--- src/rtl/gcd_job_ctrl_if.sv ---
// Stream and engine-side signals of the GCD job controller.
// Handshakes: a beat transfers on a rising edge where valid && ready; valid never drops without a transfer.
interface gcd_job_ctrl_if #(
    parameter int N = 32
);
    logic         in_valid;
    logic         in_ready;
    logic [N-1:0] in_a;
    logic [N-1:0] in_b;
    logic         gcd_start;
    logic [N-1:0] gcd_a;
    logic [N-1:0] gcd_b;
    logic         gcd_done;
    logic [N-1:0] gcd_res;
    logic         out_valid;
    logic         out_ready;
    logic [N-1:0] out_res;
    logic         out_err;

    // Environment side: producer, engine and consumer.
    modport master (
        output in_valid, in_a, in_b, gcd_done, gcd_res, out_ready,
        input  in_ready, gcd_start, gcd_a, gcd_b, out_valid, out_res, out_err
    );

    // Controller side.
    modport slave (
        input  in_valid, in_a, in_b, gcd_done, gcd_res, out_ready,
        output in_ready, gcd_start, gcd_a, gcd_b, out_valid, out_res, out_err
    );
endinterface

--- src/rtl/gcd_job_ctrl.sv ---
// Job controller for the subtractive GCD engine: input FIFO, start/done sequencing,
// zero-operand bypass and watchdog timeout, results returned in order on a valid/ready stream.
module gcd_job_ctrl #(
    parameter int N           = 32,
    parameter int DEPTH       = 4,
    parameter int TIMEOUT_CYC = 4096
) (
    input  logic         clk,
    input  logic         rst,
    gcd_job_ctrl_if.slave bus,
    output logic [2:0]   dbg_state
);
    localparam int AW = $clog2(DEPTH);
    localparam int CW = AW + 1;
    localparam int TW = $clog2(TIMEOUT_CYC);
    localparam logic [TW-1:0] TMAX = TW'(TIMEOUT_CYC - 1);

    typedef enum logic [2:0] {
        IDLE    = 3'd0,
        ISSUE   = 3'd1,
        WAIT    = 3'd2,
        CAPTURE = 3'd3,
        HOLD    = 3'd4
    } state_t;

    state_t         state;
    logic [AW-1:0]  wr_ptr;
    logic [AW-1:0]  rd_ptr;
    logic [CW-1:0]  count;
    logic [TW-1:0]  timer;
    logic [2*N-1:0] mem [DEPTH];
    logic [2*N-1:0] head;
    logic [N-1:0]   head_a;
    logic [N-1:0]   head_b;
    logic           push;
    logic           pop;

    // in_ready looks only at the registered count, so a full FIFO refuses a push even while popping.
    assign bus.in_ready = (count != CW'(DEPTH));
    assign push         = bus.in_valid && bus.in_ready;
    assign pop          = (state == IDLE) && (count != '0);
    assign head         = mem[rd_ptr];
    assign head_a       = head[2*N-1:N];
    assign head_b       = head[N-1:0];
    assign dbg_state    = state;

    always_ff @(posedge clk) begin
        if (push) begin
            mem[wr_ptr] <= {bus.in_a, bus.in_b};
        end
    end

    always_ff @(posedge clk or posedge rst) begin
        if (rst) begin
            state         <= IDLE;
            wr_ptr        <= '0;
            rd_ptr        <= '0;
            count         <= '0;
            timer         <= '0;
            bus.gcd_start <= 1'b0;
            bus.gcd_a     <= '0;
            bus.gcd_b     <= '0;
            bus.out_valid <= 1'b0;
            bus.out_res   <= '0;
            bus.out_err   <= 1'b0;
        end else begin
            if (push) begin
                wr_ptr <= wr_ptr + AW'(1);
            end
            if (pop) begin
                rd_ptr <= rd_ptr + AW'(1);
            end
            unique case ({push, pop})
                2'b10:   count <= count + CW'(1);
                2'b01:   count <= count - CW'(1);
                default: ;
            endcase

            bus.gcd_start <= 1'b0;

            unique case (state)
                IDLE: begin
                    if (pop) begin
                        bus.gcd_a <= head_a;
                        bus.gcd_b <= head_b;
                        // The subtractive engine never terminates on a zero operand; answer directly.
                        if (head_a == '0 || head_b == '0) begin
                            bus.out_res   <= head_a | head_b;
                            bus.out_err   <= 1'b0;
                            bus.out_valid <= 1'b1;
                            state         <= HOLD;
                        end else begin
                            bus.gcd_start <= 1'b1;
                            state         <= ISSUE;
                        end
                    end
                end
                ISSUE: begin
                    timer <= '0;
                    state <= WAIT;
                end
                WAIT: begin
                    timer <= timer + TW'(1);
                    if (bus.gcd_done) begin
                        state <= CAPTURE;
                    end else if (timer == TMAX) begin
                        bus.out_res   <= '0;
                        bus.out_err   <= 1'b1;
                        bus.out_valid <= 1'b1;
                        state         <= HOLD;
                    end
                end
                CAPTURE: begin
                    bus.out_res   <= bus.gcd_res;
                    bus.out_err   <= 1'b0;
                    bus.out_valid <= 1'b1;
                    state         <= HOLD;
                end
                HOLD: begin
                    if (bus.out_ready) begin
                        bus.out_valid <= 1'b0;
                        state         <= IDLE;
                    end
                end
                default: state <= IDLE;
            endcase
        end
    end
endmodule
--- src/flat_wrapper.sv ---
// flat-port wrapper written by rule: the top's interface ports become plain ports
module gcd_job_ctrl_flat 
#(
    parameter int N           = 32,
    parameter int DEPTH       = 4,
    parameter int TIMEOUT_CYC = 4096
)
  (clk, rst, dbg_state, bus_in_valid, bus_in_a, bus_in_b, bus_gcd_done, bus_gcd_res, bus_out_ready, bus_in_ready, bus_gcd_start, bus_gcd_a, bus_gcd_b, bus_out_valid, bus_out_res, bus_out_err);
  gcd_job_ctrl_if #(.N(N)) bus_i ();
  input  logic clk;
  input  logic rst;
  output logic [2:0] dbg_state;
  input wire logic [$bits(bus_i.in_valid)-1:0] bus_in_valid;
  input wire logic [$bits(bus_i.in_a)-1:0] bus_in_a;
  input wire logic [$bits(bus_i.in_b)-1:0] bus_in_b;
  input wire logic [$bits(bus_i.gcd_done)-1:0] bus_gcd_done;
  input wire logic [$bits(bus_i.gcd_res)-1:0] bus_gcd_res;
  input wire logic [$bits(bus_i.out_ready)-1:0] bus_out_ready;
  output wire logic [$bits(bus_i.in_ready)-1:0] bus_in_ready;
  output wire logic [$bits(bus_i.gcd_start)-1:0] bus_gcd_start;
  output wire logic [$bits(bus_i.gcd_a)-1:0] bus_gcd_a;
  output wire logic [$bits(bus_i.gcd_b)-1:0] bus_gcd_b;
  output wire logic [$bits(bus_i.out_valid)-1:0] bus_out_valid;
  output wire logic [$bits(bus_i.out_res)-1:0] bus_out_res;
  output wire logic [$bits(bus_i.out_err)-1:0] bus_out_err;
  assign bus_i.in_valid = bus_in_valid;
  assign bus_i.in_a = bus_in_a;
  assign bus_i.in_b = bus_in_b;
  assign bus_i.gcd_done = bus_gcd_done;
  assign bus_i.gcd_res = bus_gcd_res;
  assign bus_i.out_ready = bus_out_ready;
  assign bus_in_ready = bus_i.in_ready;
  assign bus_gcd_start = bus_i.gcd_start;
  assign bus_gcd_a = bus_i.gcd_a;
  assign bus_gcd_b = bus_i.gcd_b;
  assign bus_out_valid = bus_i.out_valid;
  assign bus_out_res = bus_i.out_res;
  assign bus_out_err = bus_i.out_err;
  gcd_job_ctrl #(.N(N), .DEPTH(DEPTH), .TIMEOUT_CYC(TIMEOUT_CYC)) u_core (.clk(clk), .rst(rst), .bus(bus_i), .dbg_state(dbg_state));
endmodule
--- config.mk ---
export PLATFORM = sky130hd
export DESIGN_NAME = gcd_job_ctrl_flat
export DESIGN_NICKNAME = d
export VERILOG_FILES = /design/src/rtl/gcd_job_ctrl_if.sv /design/src/rtl/gcd_job_ctrl.sv /design/src/flat_wrapper.sv
export SDC_FILE = /design/constraint.sdc
export NUM_CORES = 1
export LEC_CHECK = 0
export CORE_UTILIZATION = 45
export DETAILED_ROUTE_END_ITERATION = 10
export GPL_TIMING_DRIVEN = 0
export PLACE_DENSITY = 0.68
export SLEW_MARGIN = 10
export SYNTH_ARGS = -nofsm -noshare
export SYNTH_HDL_FRONTEND = slang
export SYNTH_SLANG_ARGS = --single-unit
export TNS_END_PERCENT = 30
--- constraint.sdc ---
create_clock -name clk -period 11.8 [get_ports clk]
set_input_delay 2.36 -clock clk [delete_from_list [all_inputs] [get_ports clk]]
set_output_delay 2.36 -clock clk [all_outputs]
set_load 0.01 [all_outputs]
==> impl_metrics.env, run 1 <==
export IMPL_status="finished, final reports clean"
export IMPL_synthCells=808
export IMPL_die_x_um=183
export IMPL_fin_util_pct=58.7
export IMPL_drc=0
export IMPL_grt_max_degree=65
export IMPL_crit_type="flop to flop"
export IMPL_clockRootBuffer="clkbuf_16"
export IMPL_rows=65
export IMPL_hold_path_class="flop to flop"
export IMPL_worst_r2r_cell_count=9
export IMPL_start_kind="flop"
export IMPL_crit_chain="clkbuf_1 -> clkbuf_1 -> mux4_2 -> nor4_1 -> nand4_1 -> or2_1 -> a211oi_4 -> buf_6 -> mux2_2"
export IMPL_p_switching_uw=1770
export IMPL_io_buffers=203
export IMPL_cp_max_fo=10
export IMPL_tritoncts="done"
export IMPL_synth_seq_cells=377
export IMPL_r2r_start="u_core.rd_ptr[1]"
export IMPL_cts_buffer_depth=3
export IMPL_multi_input_area_um2=3770
export IMPL_finalSetupTns_ns=0
export IMPL_p_comb_share_pct=39.9
export IMPL_synth_fp_nets=916
export IMPL_clk_latency_ns=0.54
export IMPL_drtAntennaViolNets=0
export IMPL_rsz0062_at_grt="false"
export IMPL_gr_total_overflow=0
export IMPL_grt_usage_pct=23.2
export IMPL_worst_ep_required_time_ns=12.21
export IMPL_avgSynthCellArea_um2=18.2
export IMPL_nFillCells=2437
export IMPL_htree_levels=2
export IMPL_yosysUniqueCellTypes=39
export IMPL_final_common_cell="edfxtp_1"
export IMPL_wl_per_cell_um=24.8
export IMPL_powerDensity_nw_per_um2=283
export IMPL_fin_crit_ns=4.54
export IMPL_yosysTopAreaCell="edfxtp_1"
export IMPL_drt_iter0_markers=758
export IMPL_ir_worst_vdd_uv=130
export IMPL_wirelength_um=37800
export IMPL_final_cell_mix="edfxtp_1, clkdlybuf4s50_1, dfrtp_1, mux2_2, o21ai_0"
export IMPL_die_area_um2=33400
export IMPL_cp_arrival_ns=4.95
export IMPL_vias=8551
export IMPL_fp_coreArea_um2=31800
export IMPL_regToRegEndpoint="u_core.bus.out_res[18]"
export IMPL_fin_worst_skew_ns=0.0222
export IMPL_critPathBufInv=3
export IMPL_pin_count=204
export IMPL_fmax_mhz=220
export IMPL_fin_nets=1166
export IMPL_first_pass_iters=6
export IMPL_ff2ff_setup_slack_ns=7.26
export IMPL_synth_yosys_seq_area_share_pct=73.0
export IMPL_max_cap_violations=0
export IMPL_cts_inserted_buffers=40
export IMPL_max_stage_delay_ns=0.66
export IMPL_syn_to_final_growth_pct=27.1
export IMPL_grt_pass1_wl_um=55900
export IMPL_holdWs_ns=0.486
export IMPL_pwr_share_clk_pct=22.4
export IMPL_max_slew_margin_pct=24.3
export IMPL_dpl_hpwl_um=25500
export IMPL_path_depth=9
export IMPL_synth_top_area_share_pct=52.3
export IMPL_cts_resized=0
export IMPL_crit_family="buffers and inverters"
export IMPL_cts_sinks=377
export IMPL_power_internal_uw=3500
export IMPL_place_congestion=0.797
export IMPL_grt_pass1_vias=8616
export IMPL_cp_endpoint="u_core.bus.out_res[18]"
export IMPL_finalHoldViolCount=0
export IMPL_worst_pin_slew_ns=1.14
export IMPL_regArea_um2=10700
export IMPL_drive_above_1_share_pct=21.4
export IMPL_end_kind="flop"
export IMPL_period_share_pct=38.5
export IMPL_cts_setup_buffers=0
export IMPL_swShare_pct=33.6
export IMPL_setup_violations=0
export IMPL_ys_warn_count=0
export IMPL_path_common_cell="clkbuf_1"
export IMPL_holdBufCountCts=0
export IMPL_cp_slowest_cell="clkbuf_1"
export IMPL_p_leak_uw=0.00647
export IMPL_netlist_area_um2=14700
export IMPL_worstSetupStartpoint="u_core.rd_ptr[1]"
export IMPL_clkSlewWorstSetupHoldPaths_ns=0.06
export IMPL_synth_area_top_cells="edfxtp_1, dfrtp_1, mux4_2, mux2_2, o21ai_0"
export IMPL_antenna_found_initial=7
export IMPL_seqPwrFrac_pct=37.7
export IMPL_initial_core_util_pct=46.2
export IMPL_vias_per_cell=5.60
export IMPL_die_height_um=183
export IMPL_slew_violations=0
per-stage QoR:
step | std cells | worst slack, ns | power (µW) | instance area [µm²]
2_1_floorplan | 808 | 6.23 | 3160 | 14700
3_3_place_gp | 1446 | 3.95 | 4080 | 17300
3_5_place_dp | 1451 | 7.34 | 4120 | 17400
4_1_cts | 1525 | 7.34 | 5310 | 18700
5_1_grt | 1525 | 7.20 | 5510 | 18700
6_report | 1527 | 7.26 | 5280 | 18700
synthesized netlist by cell type:
library cell and instances:
dfrtp_1 121, mux4_2 64, nor2_1 8, a31oi_1 3, clkbuf_1 26, or2_1 1
a41o_1 1, xnor2_1 4, mux2_2 93, a221oi_1 1, or2_2 2, o21ai_0 85
or3_1 1, buf_4 3, fa_1 1, nand2_1 56, xor2_1 3, edfxtp_1 256
mux2i_1 1, buf_2 1, buf_6 4, nand2b_1 2, a22o_1 1, inv_1 9
o21bai_1 1, buf_1 4, nand3_1 4, nor3_1 4, a21o_1 2, a211oi_4 1
and4_1 2, and3_1 4, a21oi_1 5, mux2_1 4, o21a_1 1, nand4_1 5
nor4_1 17, and2_1 1, ha_1 6
state kept, by name, summed over array words and instances (netlist names):
register and flops:
u_core.bus.out_res 32, u_core.count 3, u_core.bus.out_err 1, u_core.timer 12, u_core.bus.gcd_a 32, u_core.mem 256
u_core.bus.gcd_b 32, u_core.dbg_state 3, u_core.rd_ptr 2, u_core.bus.gcd_start 1, u_core.wr_ptr 2, u_core.bus.out_valid 1
worst register-to-register path: stages, from the launching register on:
cell and delay (ns):
dfrtp_1 0.34, clkbuf_1 0.57, clkbuf_1 0.66, mux4_2 0.50
nor4_1 0.53, nand4_1 0.31, or2_1 0.34, a211oi_4 0.57
buf_6 0.26, mux2_2 0.35
how the worst min path moves through the flow:
stage / startpoint / to / slack, ns / cells past startpoint
6_report: u_core.timer[4] / u_core.timer[4] / 0.49 / 1
5_1_grt: u_core.bus.out_res[3] / u_core.bus.out_res[3] / 0.51 / 1
4_1_cts: u_core.timer[4] / u_core.timer[4] / 0.49 / 1
3_5_place_dp: u_core.bus.out_res[3] / u_core.bus.out_res[3] / 0.48 / 1
3_3_place_gp: u_core.bus.out_valid / u_core.bus.out_valid / 0.47 / 1
2_1_floorplan: u_core.timer[4] / u_core.timer[4] / 0.45 / 1
layout make-up:
cell class / instances / area share [%]
clock inverter: 12 / 0.516
sequential: 377 / 57.4
buffer: 38 / 0.992
inverter: 9 / 0.208
multi-input combinational: 384 / 20.2
clock buffer: 62 / 6.13
tap: 435 / 2.92
timing repair buffer: 208 / 11.6
antenna: 2 / 0.0268
power by group through the flow:
stage	Clock (µW)	Combinational [µW]	Sequential, µW
after detailed placement	0	2110	2010
after floorplan	0	1100	2050
after global placement	0	2060	2020
after CTS	1200	2120	1990
final	1180	2100	1990
after global routing	1250	2240	2020
per-layer routing:
| metal | track usage, % | share of wire [%] | routed length, µm | vias up |
|---|---|---|---|---|
| li1 | - | - | - | 3662 |
| met1 | 32.8 | 42 | 16000 | 4438 |
| met2 | 36.2 | 47 | 17800 | 377 |
| met3 | 5.89 | 8.5 | 3220 | 64 |
| met4 | 5.95 | 2.0 | 757 | 10 |
| met5 | 0 | 0.20 | 76 | - |
cell families (layout without fill, tap and decap cells):
| family | after synthesis | in the layout | synth area share (%) |
|---|---|---|---|
| AOI/OAI and AO/OA | 101 | 101 | 3.72 |
| xor gates and xnor gates | 7 | 7 | 0.417 |
| adders and majority gates | 7 | 7 | 0.648 |
| buffers and inverters | 47 | 329 | 1.49 |
| DFF | 377 | 377 | 73.0 |
| muxes | 162 | 162 | 17.3 |
| other | 0 | 2 | 0 |
| and+or+nand+nor | 107 | 107 | 3.43 |
No activity file was read; power rests on OpenSTA's default activity.
==> run 2: changes to the inputs <==
PLACE_DENSITY = 0.7   (was 0.68)
clock period = 3.75 ns   (was 11.8 ns; I/O delays follow)
==> run 2 against run 1 <==
Net effect:
- worst setup slack lost 7.1 ns
- count of clock-buffer cells in the layout decreased by 12
- final cell count rose by 0.13%
- final area rose by 0.74%
- clock skew fell by 0.0064 ns
- flip-flop and latch count unchanged
- core utilization increased by 0.43 points
- non-clock buffer count rose by 5
- register-to-register slack got worse by 7.1 ns
- die area did not move
- total power grew to 3.2 times the previous value
- critical path depth stayed put
- largest cell class unchanged
- highest routed layer unchanged
==> impl_metrics.env, run 2 (synthesized netlist as in run 1, its figures left out) <==
export IMPL_slew_violations=0
export IMPL_tritoncts="done"
export IMPL_critPathBufInv=3
export IMPL_setup_violations=0
export IMPL_start_kind="flop"
export IMPL_worst_pin_slew_ns=0.987
export IMPL_pin_count=204
export IMPL_fin_nets=1170
export IMPL_setup_slack_ns=0.128
export IMPL_crit_chain="clkdlybuf4s15_2 -> mux4_2 -> nor4_2 -> and4_1 -> a21oi_1 -> a211oi_4 -> buf_4 -> buf_6 -> mux2_2"
export IMPL_grt_max_degree=37
export IMPL_fin_worst_skew_ns=0.0158
export IMPL_drc=0
export IMPL_dpl_hpwl_um=26000
export IMPL_wl_per_cell_um=24.5
export IMPL_max_slew_margin_pct=34.2
export IMPL_seqPwrFrac_pct=37.2
export IMPL_gr_total_overflow=0
export IMPL_max_stage_delay_ns=0.69
export IMPL_clk_latency_ns=0.52
export IMPL_drive_above_1_share_pct=23.9
export IMPL_powerDensity_nw_per_um2=893
export IMPL_p_comb_share_pct=39.7
export IMPL_crit_family="multiplexers"
export IMPL_grt_usage_pct=22.8
export IMPL_cts_buffer_depth=3
export IMPL_cts_sinks=377
export IMPL_cp_slowest_cell="mux4_2"
export IMPL_cp_arrival_ns=4.02
export IMPL_first_pass_iters=5
export IMPL_wirelength_um=37400
export IMPL_final_cell_mix="edfxtp_1, clkdlybuf4s50_1, dfrtp_1, mux2_2, o21ai_0"
export IMPL_grt_pass1_wl_um=55000
export IMPL_pwr_share_clk_pct=23.1
export IMPL_fp_coreArea_um2=31800
export IMPL_die_area_um2=33400
export IMPL_clkSlewWorstSetupHoldPaths_ns=0.06
export IMPL_max_cap_violations=0
export IMPL_grt_pass1_vias=8529
export IMPL_end_kind="flop"
export IMPL_clockRootBuffer="clkbuf_16"
export IMPL_vias_per_cell=5.58
export IMPL_largest_reg_flops=256
export IMPL_period_share_pct=96.6
export IMPL_htree_levels=2
export IMPL_die_height_um=183
export IMPL_die_x_um=183
export IMPL_drt_iter0_markers=752
export IMPL_hold_path_class="flop to flop"
export IMPL_p_switching_uw=5550
export IMPL_finalHoldViolCount=0
export IMPL_final_cells=1529
export IMPL_status="finished, final reports clean"
export IMPL_ir_worst_vdd_uv=444
export IMPL_syn_to_final_growth_pct=28.1
export IMPL_swShare_pct=33.0
export IMPL_fin_crit_ns=3.62
export IMPL_antenna_found_initial=7
export IMPL_io_buffers=203
export IMPL_dp_cells=1454
export IMPL_drtAntennaViolNets=0
export IMPL_largest_register="u_core.mem"
export IMPL_crit_type="flop to flop"
export IMPL_cp_max_fo=10
export IMPL_fmax_mhz=276
export IMPL_final_common_cell="edfxtp_1"
export IMPL_place_congestion=0.806
export IMPL_vias=8535
export IMPL_place_ws_ns=-0.715
export IMPL_cts_inserted_buffers=39
export IMPL_holdBufCountCts=0
export IMPL_rsz0062_at_grt="false"
export IMPL_rows=65
export IMPL_initial_core_util_pct=46.2
export IMPL_p_leak_uw=0.00656
export IMPL_fin_util_pct=59.1
export IMPL_worst_ep_required_time_ns=4.15
export IMPL_power_internal_uw=11200
-- run 2: what timing repair did --
item	4_1_cts	5_1_grt
buffers inserted	2	0
gates cloned	0	0
gates resized for setup	15	7
endpoints found under the hold margin	0	0
setup endpoints to repair	36	29
pin swaps	1	0
-- run 2: layout make-up --
class	instances	area [µm²]
multi-input cells	384	3780
fillers	2393	13000
diodes	3	7.51
clock inverters	20	213
repair buffers	213	2210
plain buffers	38	215
inverters	9	37.5
well taps	435	544
flip-flops and latches	377	10700
clock buffers	50	1080
-- run 2: routing by layer --
layer	track usage, %	vias up	part of all wire, %
li1	-	3690	-
met1	31.9	4392	41
met2	35.8	387	48
met3	5.55	60	8.8
met4	5.95	6	2.1
met5	0	-	0.12
-- run 2: per-stage QoR --
step / hold slack [ns] / setup TNS [ns] / instance area, µm² / power, µW
after global routing: 0.514 / 0 / 18800 / 17500
after detailed placement: 0.483 / -22.29 / 17500 / 12900
final: 0.491 / 0 / 18800 / 16800
after CTS: 0.495 / 0 / 18800 / 16900
after global placement: 0.467 / -222.49 / 17300 / 12800
after floorplan: 0.451 / 0 / 14700 / 9930
-- run 2: worst reg2reg max path: stages (launching register included) --
cell and delay, ns:
dfrtp_1 0.36, clkdlybuf4s15_2 0.52, mux4_2 0.70, nor4_2 0.45
and4_1 0.37, a21oi_1 0.15, a211oi_4 0.23, buf_4 0.17
buf_6 0.19, mux2_2 0.36
-- run 2: power by group through the flow --
| stage | registers, µW | clock network, µW | logic [µW] |
|---|---|---|---|
| 2_1_floorplan | 6460 | 0 | 3470 |
| 3_3_place_gp | 6360 | 0 | 6430 |
| 3_5_place_dp | 6320 | 0 | 6610 |
| 4_1_cts | 6260 | 3920 | 6690 |
| 5_1_grt | 6360 | 4110 | 7080 |
| 6_report | 6250 | 3880 | 6660 |
-- run 2: worst paths after layout --
check / start / slack, ns / cells past startpoint / endpoint
max in group asynchronous: rst / 2.32 / 4 / u_core.bus.gcd_a[25]
min in group asynchronous: rst / 0.64 / 2 / u_core.bus.gcd_a[2]
min: u_core.bus.out_res[2] / 0.49 / 1 / u_core.bus.out_res[2]
max: u_core.rd_ptr[0] / 0.13 / 9 / u_core.bus.out_res[25]
max reg2reg: u_core.rd_ptr[0] / 0.13 / 9 / u_core.bus.out_res[25]
min reg2reg: u_core.bus.out_res[2] / 0.49 / 1 / u_core.bus.out_res[2]
==> run 3: changes to the inputs <==
SETUP_SLACK_MARGIN = 0.4   (was unset)
==> run 3 against run 2 <==
Net effect:
- die area stayed put
- total power is 4.7% higher
- clock power hardly changed
- worst setup slack better by 0.28 ns
- sequential power hardly changed
- combinational power is 12% higher
- final cell count is 2.5% higher
- count of clock-buffer cells in the layout stayed put
- flip-flop and latch count stayed put
- maximum frequency is 8.2% higher
- sequential share of layout area is 1.6 points lower
==> impl_metrics.env, run 3 (synthesized netlist as in run 1, its figures left out) <==
export IMPL_cp_max_fo=10
export IMPL_cts_sinks=377
export IMPL_worst_ep_required_time_ns=4.14
export IMPL_clockRootBuffer="clkbuf_16"
export IMPL_fmax_mhz=299
export IMPL_grt_max_degree=37
export IMPL_ir_worst_vdd_uv=449
export IMPL_drtAntennaViolNets=0
export IMPL_syn_to_final_growth_pct=31.9
export IMPL_clkSlewWorstSetupHoldPaths_ns=0.06
export IMPL_place_congestion=0.806
export IMPL_powerDensity_nw_per_um2=908
export IMPL_pin_count=204
export IMPL_period_share_pct=89.2
export IMPL_regToRegEndpoint="u_core.bus.out_res[8]"
export IMPL_dpl_hpwl_um=26000
export IMPL_grt_pass1_vias=8538
export IMPL_clk_latency_ns=0.52
export IMPL_start_kind="flop"
export IMPL_whs_path_depth=1
export IMPL_r2r_start="u_core.rd_ptr[0]"
export IMPL_cts_inserted_buffers=39
export IMPL_worst_r2r_cell_count=12
export IMPL_crit_chain="buf_12 -> buf_12 -> buf_8 -> buf_4 -> mux4_2 -> nor4_2 -> nand4_1 -> or2_4 -> a211oi_4 -> buf_6 -> buf_8 -> mux2_2"
export IMPL_holdWs_ns=0.490
export IMPL_grt_pass1_wl_um=55200
export IMPL_drc=0
export IMPL_ff2ff_setup_slack_ns=0.40
export IMPL_max_slew_margin_pct=36.1
export IMPL_rsz0062_at_grt="true"
export IMPL_cp_arrival_ns=3.74
export IMPL_holdPathEnd="u_core.bus.out_res[2]"
export IMPL_rows=65
export IMPL_largest_reg_flops=256
export IMPL_cts_buffer_depth=3
export IMPL_final_cells=1567
export IMPL_p_leak_uw=0.00683
export IMPL_fp_coreArea_um2=31800
export IMPL_end_kind="flop"
export IMPL_holdCritStartpoint="u_core.bus.out_res[2]"
export IMPL_io_buffers=203
export IMPL_fin_nets=1208
export IMPL_drive_above_1_share_pct=27.1
export IMPL_initial_core_util_pct=46.2
export IMPL_crit_family="multiplexers"
export IMPL_nFillCells=2332
export IMPL_cp_slowest_cell="mux4_2"
export IMPL_vias=8780
export IMPL_tritoncts="done"
export IMPL_worst_pin_slew_ns=0.959
export IMPL_largest_register="u_core.mem"
export IMPL_hold_path_class="flop to flop"
export IMPL_critPathBufInv=6
export IMPL_grt_usage_pct=22.9
export IMPL_drt_iter0_markers=769
export IMPL_gr_total_overflow=0
export IMPL_setup_violations=0
export IMPL_slew_violations=0
export IMPL_fin_worst_skew_ns=0.0177
export IMPL_dp_cells=1454
export IMPL_wirelength_um=38500
export IMPL_first_pass_iters=5
export IMPL_status="finished, final reports clean"
export IMPL_finalSetupTns_ns=0
export IMPL_final_common_cell="edfxtp_1"
export IMPL_die_height_um=183
export IMPL_fin_crit_ns=3.35
export IMPL_vias_per_cell=5.60
export IMPL_final_cell_mix="edfxtp_1, clkdlybuf4s50_1, dfrtp_1, mux2_2, o21ai_0"
export IMPL_finalHoldViolCount=0
export IMPL_antenna_found_initial=7
export IMPL_crit_type="flop to flop"
export IMPL_die_area_um2=33400
export IMPL_htree_levels=2
export IMPL_max_cap_violations=0
export IMPL_die_x_um=183
export IMPL_wl_per_cell_um=24.6
export IMPL_max_stage_delay_ns=0.59
[run 3: power by group]
part | total (µW) | switching, µW | internal [µW]
clock network | 3890 | 1570 | 2310
logic | 7440 | 3690 | 3740
registers | 6260 | 541 | 5720
[run 3: timing repair]
| item | in CTS | in global routing |
|---|---|---|
| buffers inserted | 5 | 32 |
| pin swaps | 2 | 5 |
| hold buffers | 0 | 0 |
| endpoints found under the setup margin | 39 | 34 |
| gates resized for setup | 40 | 33 |
| gates cloned | 0 | 3 |
[run 3: layout make-up]
cell class                      instances  area (µm²)  share of cell area, %
Clock buffer                           50        1080                   5.56
Tap cell                              435         544                   2.81
Multi-Input combinational cell        384        3870                   20.0
Buffer                                 38         317                   1.63
Clock inverter                         20         213                   1.10
Antenna cell                            3        7.51                 0.0388
Timing Repair Buffer                  251        2580                   13.3
Inverter                                9        37.5                  0.194
Sequential cell                       377       10700                   55.3
[run 3: worst max-delay path by stage]
stage | from | end | cells past startpoint
final | u_core.rd_ptr[0] | u_core.bus.out_res[8] | 12
after detailed placement | u_core.rd_ptr[0] | u_core.bus.out_res[25] | 8
after CTS | u_core.rd_ptr[0] | u_core.bus.out_res[25] | 10
after floorplan | u_core.rd_ptr[0] | u_core.bus.out_res[10] | 8
after global placement | bus_in_valid | u_core.mem[0][25] | 2
after global routing | u_core.rd_ptr[1] | u_core.bus.out_res[16] | 10
[run 3: stage by stage]
| stage | area [µm²] | util [%] | total power, µW | setup slack, ns |
|---|---|---|---|---|
| after global placement | 17300 | 54.3 | 12800 | -0.834 |
| after global routing | 19400 | 60.9 | 18300 | 0.353 |
| after detailed placement | 17500 | 54.9 | 12900 | -0.715 |
| after floorplan | 14700 | - | 9930 | 0.670 |
| final | 19400 | 60.9 | 17600 | 0.404 |
| after CTS | 18900 | 59.4 | 17000 | 0.402 |
[run 3: routing by layer]
metal	vias up	wire (µm)	track usage, %
met2	401	18400	36.1
met3	72	3120	5.47
met1	4543	16100	32.0
li1	3758	-	-
met5	-	46	0
met4	6	881	6.15
